==> src/rtl/pipeline_ctrl_pkg.sv <==
// Shared types and constants for the pipeline stall controller.
package pipeline_ctrl_pkg;
   typedef enum logic [1:0] {IDLE, WAIT, RELEASE} stall_state_t;

   localparam int REG_W_DEFAULT = 4;
   localparam int STAT_W        = 32;

   // Raw hazard response before the memory freeze masks it
   typedef struct packed {
      logic stall;
      logic flush_d;
      logic flush_e;
   } hazard_t;
endpackage

==> src/rtl/pipeline_stall_controller_hazard.sv <==
// Combinational load-use and taken-branch hazard detection.
module hazard_detect
   import pipeline_ctrl_pkg::*;
#(
   parameter int REG_W = REG_W_DEFAULT
) (
   input  logic             MemtoRegE,
   input  logic             RegWriteE,
   input  logic [REG_W-1:0] RdE,
   input  logic [REG_W-1:0] Rn_D,
   input  logic [REG_W-1:0] Rm_D,
   input  logic             BranchTakenE,
   output hazard_t          hz
);
   logic lu;

   assign lu = MemtoRegE & RegWriteE & ((RdE == Rn_D) | (RdE == Rm_D));

   // A taken branch squashes the dependent instruction, so it wins over LU
   assign hz.stall   = lu & ~BranchTakenE;
   assign hz.flush_d = BranchTakenE;
   assign hz.flush_e = BranchTakenE | lu;
endmodule

==> src/rtl/pipeline_stall_controller.sv <==
// Freezes the pipeline around data-memory accesses and resolves EX/DECODE hazards.
// Define PIPELINE_STALL_STATS_EN to build the stall/access statistic counters.
module pipeline_stall_controller
   import pipeline_ctrl_pkg::*;
#(
   parameter int TIMEOUT_CYCLES = 16,
   parameter int REG_W          = REG_W_DEFAULT
) (
   input  logic              clk,
   input  logic              rst,
   input  logic              MemAccessM,
   input  logic              MemWriteM,
   input  logic              mem_ack,
   input  logic              MemtoRegE,
   input  logic              RegWriteE,
   input  logic [REG_W-1:0]  RdE,
   input  logic [REG_W-1:0]  Rn_D,
   input  logic [REG_W-1:0]  Rm_D,
   input  logic              BranchTakenE,
   output logic              Stuck,
   output logic              StallF,
   output logic              StallD,
   output logic              FlushD,
   output logic              FlushE,
   output logic              mem_req,
   output logic              mem_we,
   output logic              busy,
   output logic              timeout_err,
   output logic [STAT_W-1:0] stall_cycles,
   output logic [STAT_W-1:0] mem_accesses
);
   localparam int              CNT_W    = $clog2(TIMEOUT_CYCLES + 1);
   localparam logic [CNT_W-1:0] CNT_LAST = CNT_W'(TIMEOUT_CYCLES - 1);

   stall_state_t   state;
   logic [CNT_W-1:0] cnt;
   hazard_t        hz;
   logic           wait_exit;
   logic           timeout_hit;

   hazard_detect #(.REG_W(REG_W)) u_hazard (
      .MemtoRegE    (MemtoRegE),
      .RegWriteE    (RegWriteE),
      .RdE          (RdE),
      .Rn_D         (Rn_D),
      .Rm_D         (Rm_D),
      .BranchTakenE (BranchTakenE),
      .hz           (hz)
   );

   assign wait_exit   = (state == WAIT) & (mem_ack | (cnt == CNT_LAST));
   assign timeout_hit = (state == WAIT) & ~mem_ack & (cnt == CNT_LAST);

   always_ff @(posedge clk or posedge rst) begin
      if (rst) begin
         state       <= IDLE;
         cnt         <= '0;
         mem_req     <= 1'b0;
         mem_we      <= 1'b0;
         timeout_err <= 1'b0;
      end else begin
         case (state)
            IDLE: begin
               if (MemAccessM) begin
                  state   <= WAIT;
                  cnt     <= '0;
                  mem_req <= 1'b1;
                  mem_we  <= MemWriteM;
               end
            end
            WAIT: begin
               if (wait_exit) begin
                  state   <= RELEASE;
                  mem_req <= 1'b0;
                  mem_we  <= 1'b0;
                  if (timeout_hit) timeout_err <= 1'b1;
               end else begin
                  cnt <= cnt + 1'b1;
               end
            end
            RELEASE: state <= IDLE;
            default: state <= IDLE;
         endcase
      end
   end

   // RELEASE deliberately drops Stuck so the served instruction can leave MEM
   assign Stuck  = ((state == IDLE) & MemAccessM) | (state == WAIT);
   assign busy   = (state != IDLE);
   assign StallF = Stuck | hz.stall;
   assign StallD = Stuck | hz.stall;
   assign FlushD = ~Stuck & hz.flush_d;
   assign FlushE = ~Stuck & hz.flush_e;

`ifdef PIPELINE_STALL_STATS_EN
   always_ff @(posedge clk or posedge rst) begin
      if (rst) begin
         stall_cycles <= '0;
         mem_accesses <= '0;
      end else begin
         if (Stuck && (stall_cycles != '1)) stall_cycles <= stall_cycles + 1'b1;
         if (wait_exit && (mem_accesses != '1)) mem_accesses <= mem_accesses + 1'b1;
      end
   end
`else
   assign stall_cycles = '0;
   assign mem_accesses = '0;
`endif
endmodule

==> config.mk <==
export PLATFORM = sky130hd
export DESIGN_NAME = pipeline_stall_controller
export DESIGN_NICKNAME = d
export VERILOG_FILES = /design/src/rtl/pipeline_ctrl_pkg.sv /design/src/rtl/pipeline_stall_controller_hazard.sv /design/src/rtl/pipeline_stall_controller.sv
export SDC_FILE = /design/constraint.sdc
export NUM_CORES = 1
export LEC_CHECK = 0
export BUFFER_PORTS_ARGS = -buffer_cell sky130_fd_sc_hd__clkbuf_2
export CAP_MARGIN = 10
export CORE_MARGIN = 2
export CORE_UTILIZATION = 35
export DETAILED_ROUTE_END_ITERATION = 10
export GPL_TIMING_DRIVEN = 1
export HOLD_SLACK_MARGIN = 0.05
export MAX_ROUTING_LAYER = met4
export PLACE_DENSITY_LB_ADDON = 0.2
export SLEW_MARGIN = 20
export SYNTH_ARGS = -nofsm -noshare
export SYNTH_HDL_FRONTEND = slang
export SYNTH_SLANG_ARGS = --single-unit
==> constraint.sdc <==
create_clock -name clk -period 2.25 [get_ports clk]
set_input_delay 0.1125 -clock clk [delete_from_list [all_inputs] [get_ports clk]]
set_output_delay 0.1125 -clock clk [all_outputs]
set_load 0.05 [all_outputs]
# Word-level counts from Yosys, hierarchy flattened

Cells that the tools add are included.

Register bits: 10
Input bits: 20

Reduce and logical (&&, ||, !) cells: 7
Mux-type cells: 11
Equal/unequal tests: 7
Bitwise operators: 17
$add $sub $neg: 1

Operators by type and width:

| operator                                                              | count |
|---|---|
| 5-bit 2-to-1 mux                                                      | 2 |
| 5-bit case mux with 2 select lines                                    | 1 |
| 1-bit bitwise AND                                                     | 9 |
| 3-bit AND reduction                                                   | 3 |
| 4-bit equality test                                                   | 2 |
| 2-bit != test, second input constant                                  | 3 |
| 5-bit by 1-bit adder with 5-bit output, second input constant         | 1 |
| 5-bit by 4-bit equality test with 1-bit output, second input constant | 1 |
| 1-bit OR                                                              | 5 |
| 2-bit 2-to-1 mux                                                      | 2 |
| 1-bit case mux with 2 select lines                                    | 2 |
| 2-bit case mux with 2 select lines                                    | 1 |
| 2-bit nonzero test                                                    | 2 |
| 1-bit 2-to-1 mux                                                      | 3 |
| 1-bit NOT                                                             | 3 |
| 2-bit by 1-bit equality test with 1-bit output, second input constant | 1 |
| 2-bit zero test                                                       | 1 |
| 2-bit AND reduction                                                   | 1 |

# Depth between registers and ports, before layout

Gate-level depths: netlist of run 1.

Word-level depth: 5
Gate-level depth with buffers: 7
Mapped depth without buffers: 7

# By module

A second synthesis of run 1 with hierarchy kept.

Cell total of the unflattened synthesis: 137
Area total of the unflattened synthesis: 1152.4 um^2

Modules (own cells, without submodules):

| module                    | cells an instance | area each (um^2) | seq. area each (um^2) | instances |
|---|---|---|---|---|
| pipeline_stall_controller | 123               | 1044.8           | 250.2                 | 1 |
| hazard_detect             | 14                | 107.6            | 0.0                   | 1 |

# Least setup slack after synthesis of run 1

OpenSTA, ideal clock, no wires.

Path type: input -> output
Start point: input RdE[1]
End point: output StallF
Slack: -0.125 ns
Arrival time: 2.262 ns
Path buffers: 1
Cell stages on the path: 5
Cells stage by stage: xor2_1 nor4_1 a41oi_1 o31ai_1 buf_4

Longest elaborated chain between the ends: 5
Elaborated cells between the ends (all ways): 6
Those cells by class: 2 x eq/ne; 4 x bitwise

Ends and longest elaborated chain:

| item                | line                                   | RTL |
|---|---|---|
| start: declaration  | pipeline_stall_controller.sv:16        | `input logic [REG_W-1:0] RdE,` |
| 4-bit equality test | pipeline_stall_controller_hazard.sv:17 | `assign lu = MemtoRegE & RegWriteE & ((RdE == Rn_D) \| (RdE == Rm_D));` |
| 1-bit OR *          | pipeline_stall_controller_hazard.sv:17 |  |
| 1-bit bitwise AND * | pipeline_stall_controller_hazard.sv:17 |  |
| 1-bit bitwise AND * | pipeline_stall_controller_hazard.sv:20 | `assign hz.stall = lu & ~BranchTakenE;` |
| 1-bit OR *          | --                                     |  |
| end: declaration    | pipeline_stall_controller.sv:21        | `output logic StallF,` |

Every way passes the cells marked *; elsewhere a longest branch is shown, timed or not.

# Final worst setup path of run 1

Start point: register cnt[0]
End point: register cnt[3]

Longest elaborated chain between the ends: 5
Elaborated cells between the ends (all ways): 8
Those cells by class: 1 x add/sub; 2 x eq/ne; 2 x mux; 2 x bitwise; 1 x reduce/logical

Ends and longest elaborated chain:

| item                                                                                           | line                            | RTL |
|---|---|---|
| start: declaration                                                                             | pipeline_stall_controller.sv:36 | `logic [CNT_W-1:0] cnt;` |
| start signal: assignment                                                                       | pipeline_stall_controller.sv:78 | `cnt <= cnt + 1'b1;` |
| parallel branches: the longest is 5 deep, another holds 5-bit by 1-bit adder with 5-bit output | --                              |  |

Parallel ways; which one is timed is not known. The select of a mux whose other input is x is not followed.
A chain may end at the register's enable or synchronous reset.

==> results.md, run 1 <==
- Status: finished, final reports clean
- Setup Skew: 0.00343 ns
- CTS clk-pin slew, worst paths: 0.06 ns
- Max-Cap Viols: 0
- Synth Warn #: 0
- Core box area: 2980 um2
- Synth cell types: 24
- Post-CTS Setup Inserts: 0
- Ports: 93
- CTS tree: built
- # DRC: 0
- Startpoint Class: register
- Clk sink count: 10
- Cell Rows: 20
- Pwr/cell area: 927 nW/um2
- Final Setup Violations: 0
- Initial drt markers: 12
- P&R area growth vs syn: -2.58%
- Synth area leader: buf_4
- Ratio of cells with drive above 1 in the final layout: 24.0%
- Layout Nets: 178
- WP data arrival: 2.04 ns
- Final hold vios: 0
- Min-Delay Path Class: in2reg
- Mean routed wirelength per cell: 8.00 um
- Bufs on Longest Clock Path: 2
- Crit path setup slack, layout: 0.341 ns
- Max-slew violations: 0
- Peak supply drop: 0.347 mV
- Initial Utilization: 35.8%
- Via density: 3.65
- Fin crit share: 84.8%
- RSZ-0062 raised after global routing: no
- Vias: 683
- Largest net degree at the start of global routing: 11
- ANT nets after route: 0
- IO buf count: 28
- Vias in the first global route: 549
- Die Ht: 59.2 um
- Synth top area cells: buf_4 46%, dfrtp_1 23%, xor2_1 4.9%
- Crit. End Element: register
- Number of synthesized register bits: 10
- Fillers: 316
- Mean area per synthesized cell: 8.61 um2
- WS Path Type: reg2reg
- Crit Path Max Fanout: 4
- Clk Latency, worst-skew pair: 0.26 ns
- Hold Path Depth: 3
- H-tree depth: 1
- Data required time at the worst endpoint: 2.38 ns
- Total grt overflow: 0
- Total GRT Usage: 9.14%
- RD Place Congestion: 0.824
- Post-cts resize count: 0
- Seq/Total Area, Yosys: 23.4%
- Min Clock Period, post-route: 1.91 ns
- DIE WIDTH: 59.2 um
- Cts-stage hold buffer count: 1
- Post-DP HPWL: 1350 um
- ANT cells: 0
- First drt pass iteration count: 2
- Max Clk Rate: 524 MHz
- Drt total wl: 1500 um
- Worst r2r path cells: 7
- Synth Instances: 124
- Die Footprint: 3510 um2
- Worst slack at placement: 0.364 ns
- First-pass GRT wire length: 2280 um
- Setup TNS: 0 ns
- Cell leakage power: 0.000632 uW
- CTS buffer count: 3
- Root Driver: clkbuf_4
- Mapped Area: 1070 um2
- Antenna violations before repair: 0
- Post-synth top area share: 45.7%
[report_power, final]
group | switching (uW) | internal [uW]
clock network | 60.1 | 61.8
registers | 37.8 | 221
logic | 481 | 103
total | 578 | 386
[flip-flops by register name, indices dropped and copies added, names as in the netlist]
register     count
cnt              5
state            2
mem_req          1
mem_we           1
timeout_err      1
[worst max-delay path: stages (launching register included)]
cell and delay [ns]:
dfrtp_1 0.41, ha_1 0.23, and3_1 0.18, ha_1 0.24, nor4b_4 0.38, nand4_1 0.15, xor2_1 0.15, nor2_1 0.05
[Yosys cell counts (all sizes together)]
library cell / count
xor2: 6
a31o: 1
and3: 1
conb: 1
nor2: 4
inv: 7
dfrtp: 10
o21ai: 3
nor2b: 1
nor4: 1
o21bai: 1
nor3b: 1
or2: 1
nand2: 7
o22ai: 1
xnor2: 4
ha: 2
nor4b: 1
a41oi: 1
nand4: 1
buf: 65
a22o: 1
o31ai: 2
a21o: 1
[final cells by class]
cell class | count | area, um2 | share of cell area, %
flip-flops and latches | 10 | 250 | 24.1
inverters | 7 | 26.3 | 2.53
repair buffers | 29 | 150 | 14.4
clock buffers | 3 | 22.5 | 2.17
multi-input cells | 105 | 549 | 52.8
well taps | 33 | 41.3 | 3.97
[cells by family (layout without fill, tap and decap cells)]
logic type / Yosys count / count (layout) / synth area share (%)
buffers and inverters: 72 / 39 / 48.2
adders and majority gates: 2 / 2 / 2.34
xor gates and xnor gates: 10 / 10 / 8.21
DFF: 10 / 10 / 23.4
and+or+nand+nor: 18 / 18 / 10.2
AOI/OAI and AO/OA: 11 / 11 / 7.27
other: 1 / 64 / 0.351
[final timing paths]
check	from	to	slack (ns)
worst max-delay path	cnt[0]$_DFFE_PP0P_	cnt[3]$_DFFE_PP0P_	0.34
worst min-delay path	MemWriteM	mem_we$_DFFE_PP0P_	0.06
worst max register to register	cnt[0]$_DFFE_PP0P_	cnt[3]$_DFFE_PP0P_	0.34
worst min register to register	timeout_err$_DFFE_PP0P_	timeout_err$_DFFE_PP0P_	0.48
max in group asynchronous	rst	cnt[0]$_DFFE_PP0P_	1.62
min in group asynchronous	rst	timeout_err$_DFFE_PP0P_	0.35
[layout by cell type, fill, tap and decap left out, drive strengths merged, types with 2 or more instances in the layout]
master / count
xnor2: 4
o31ai: 2
clkbuf: 31
xor2: 6
nor2: 4
nand2: 7
o21ai: 3
ha: 2
inv: 7
conb: 64
dfrtp: 10
[per-stage QoR]
| stage | cell area (um2) | total power (uW) | utilization, % | cells | hold slack [ns] |
|---|---|---|---|---|---|
| 3_5_place_dp | 1010 | 845 | 33.8 | 183 | 0.0968 |
| 2_1_floorplan | 1310 | 847 | - | 187 | -0.0473 |
| 5_1_grt | 1040 | 1020 | 34.9 | 187 | 0.0614 |
| 4_1_cts | 1040 | 970 | 34.9 | 187 | 0.0540 |
| 6_report | 1040 | 964 | 34.9 | 187 | 0.0563 |
| 3_3_place_gp | 1010 | 838 | 33.8 | 183 | 0.0930 |
[routing by layer]
layer | global-route usage [%] | vias up | share of wire, %
met1 | 10.1 | 298 | 39
met4 | 5.84 | 0 | 1.7
met3 | 2.62 | 4 | 11
li1 | - | 325 | -
met2 | 14.3 | 56 | 48
met5 | - | - | 0
No activity file was read; power rests on OpenSTA's default activity.
==> run 2, diff against run 1 <==
- CORE_UTILIZATION: 35 -> 34
- clock period: 2.25 -> 1.6 ns (I/O delays scaled with it)
==> run 2 against run 1 <==
Compared with the run above:
- the flow now finishes with violations (negative setup slack)
- flip-flop and latch count did not move
- utilization rose by 4.9 points
- cell count rose by 13%
- first-iteration DRC count fell by 67%
- routed wire length rose by 13%
- non-clock buffer count rose by 13
- via count rose by 7.2%
- sequential share of layout area fell by 3.2 points
- clock power rose by 39%
- maximum frequency rose by 9.1%
- clock skew rose by 0.0050 ns
- largest cell class unchanged
- largest power group unchanged
==> results.md, run 2 (synthesized netlist as in run 1, its figures left out) <==
- Switching share of total power: 57.0% (-3.0 points)
- Min-Delay Path Class: in2reg
- Mean routed wirelength per cell: 7.98 um (-0.24%)
- Post-DP HPWL: 1410 um (+4.4%)
- Crit Path Max Fanout: 3 (-1)
- ANT nets after route: 0 (unchanged)
- Final Setup Violations: 6 (+6)
- Cell leakage power: 0.000695 uW (+10%)
- WP data arrival: 1.89 ns (-0.15 ns)
- Min Clock Period, post-route: 1.75 ns (-0.159 ns)
- Vias: 732 (+7.2%)
- DIE WIDTH: 60.0 um (+1.4%)
- CP Cell Sequence: ha_2 -> and3_4 -> ha_4 -> nor4b_4 -> nand4_1 -> xor2_1 -> nor2_1
- Total GRT Usage: 9.56% (+0.43 points)
- Max Clk Rate: 572 MHz (+9.1%)
- Finished Core Util: 39.8% (+4.9 points)
- Power share of the sequential group: 23.5% (-3.3 points)
- Clk sink count: 10 (unchanged)
- Largest net degree at the start of global routing: 11 (unchanged)
- Max-slew violations: 0 (unchanged)
- Antenna violations before repair: 0 (unchanged)
- Root Driver: clkbuf_4
- CTS tree: built
- Largest stage delay on the critical path: 0.39 ns (-0.02 ns)
- Max-Cap Viols: 0 (unchanged)
- ANT cells: 0 (unchanged)
- IO buf count: 28 (unchanged)
- Die Ht: 60.0 um (+1.4%)
- Status: finished, violations left
- H-tree depth: 1 (unchanged)
- Crit. End Element: register
- Worst slack at placement: -0.0883 ns (-0.452 ns)
- Worst r2r path cells: 7 (unchanged)
- Sw power: 852 uW (+47%)
- Biggest register: cnt
- Fin crit share: 109% (+25 points)
- Initial Utilization: 35.2% (-0.59 points)
- Top Registers: cnt: 5 flops, state: 2 flops
- Commonest non-fill, non-tap cell in the layout: conb_1
- Commonest cells after routing, fill and taps aside: 64 x conb_1, 27 x clkbuf_2, 12 x buf_4
- RSZ-0062 raised after global routing: yes
- Via density: 3.47 (-5.0%)
- Clk Latency, worst-skew pair: 0.26 ns (about the same)
- Ratio of cells with drive above 1 in the final layout: 34.7% (+11 points)
- Peak supply drop: 0.505 mV (+46%)
- Startpoint Class: register
- First-pass GRT wire length: 2500 um (+9.7%)
- Crit path setup slack, layout: -0.150 ns (-0.491 ns)
- RD Place Congestion: 0.654 (-21%)
- # DRC: 0 (unchanged)
- CTS clk-pin slew, worst paths: 0.07 ns (about the same)
- Bufs on Longest Clock Path: 2 (unchanged)
- Slowest-stage cell, CP: dfrtp_1
- Total grt overflow: 0 (unchanged)
- Pwr/cell area: 1240 nW/um2 (+34%)
- P&R area growth vs syn: 12.9%
- Max reg flops: 5 (unchanged)
- Ports: 93 (unchanged)
- Slew Limit Headroom: 64.5%
- First drt pass iteration count: 2 (unchanged)
- Drt total wl: 1680 um (+13%)
- Hold Path Depth: 3 (unchanged)
- Comb pwr share: 65.2% (+4.6 points)
- Core box area: 3030 um2 (+1.7%)
- Vias in the first global route: 639 (+16%)
- Internal: 642 uW (+66%)
- CTS buffer count: 3 (unchanged)
- Die Footprint: 3600 um2 (+2.7%)
- Layout Nets: 191 (+7.3%)
- Slew @ Worst Pin: 0.525 ns
- Design Power: 1490 uW (+55%)
- Violated checks: negative setup slack
- WS Path Type: reg2reg
- Clock power share: 11.3% (-1.3 points)
- Data required time at the worst endpoint: 1.74 ns (-0.64 ns)
- Initial drt markers: 4 (-8)
- Setup Skew: 0.00846 ns (+0.00503 ns)
- Final hold vios: 0 (unchanged)
- Cell Rows: 20 (unchanged)
run 2: what timing repair did:
item | in CTS | in global routing
pin swaps | 0 | 2
hold buffers | 2 | 0
resized for setup | 3 | 6
setup buffers | 2 | 3
endpoints found under the hold margin | 11 | 0
endpoints found under the setup margin | 8 | 9
run 2: worst max-delay path: cells and delay by family, from the launching register on:
kind	cells	cell delay, ns
adder cells (fa/ha/maj)	2	0.35
flip-flops	1	0.39
AND/OR/NAND/NOR	4	0.67
XOR/XNOR	1	0.22
run 2: per-stage QoR:
step	setup TNS, ns	cell area, um2	hold WS [ns]	std cells
2_1_floorplan	-0.0256	1350	-0.0798	187
3_3_place_gp	-0.0453	1110	0.0680	201
3_5_place_dp	-0.119	1110	0.0699	201
4_1_cts	-0.189	1170	0.159	208
5_1_grt	-1.14	1200	0.169	211
6_report	-0.496	1200	0.163	211
run 2: path summary, 6_finish.rpt:
path                                          from                 endpoint  slack (ns)
setup / recovery                cnt[1]$_DFFE_PP0P_       cnt[3]$_DFFE_PP0P_       -0.15
hold / removal                             mem_ack  timeout_err$_DFFE_PP0P_        0.16
setup reg to reg                cnt[1]$_DFFE_PP0P_       cnt[3]$_DFFE_PP0P_       -0.15
hold reg to reg            timeout_err$_DFFE_PP0P_  timeout_err$_DFFE_PP0P_        0.47
max in group asynchronous                      rst     state[1]$_DFFE_PP0P_        0.97
min in group asynchronous                      rst     state[0]$_DFFE_PP0P_        0.32
run 2: layout make-up:
type / instances / area (um2)
Clock buffer: 3 / 22.5
Fill cell: 303 / 1820
Inverter: 7 / 26.3
Multi-Input combinational cell: 105 / 597
Sequential cell: 10 / 251
Tap cell: 44 / 55.1
Timing Repair Buffer: 42 / 253
run 2: power by group through the flow:
stage,registers (uW),clock network (uW),logic (uW)
after global placement,352,0,907
final,352,169,975
after detailed placement,355,0,908
after floorplan,432,0,779
after global routing,358,184,1030
after CTS,350,174,935
run 2: routing by layer:
| metal | vias to the layer above | share of wire [%] | GRT usage [%] |
|---|---|---|---|
| met5 | - | 0 | - |
| met4 | 0 | 0.59 | 4.76 |
| met3 | 2 | 9.4 | 1.95 |
| met2 | 56 | 55 | 17.5 |
| met1 | 323 | 35 | 9.42 |
| li1 | 351 | - | - |
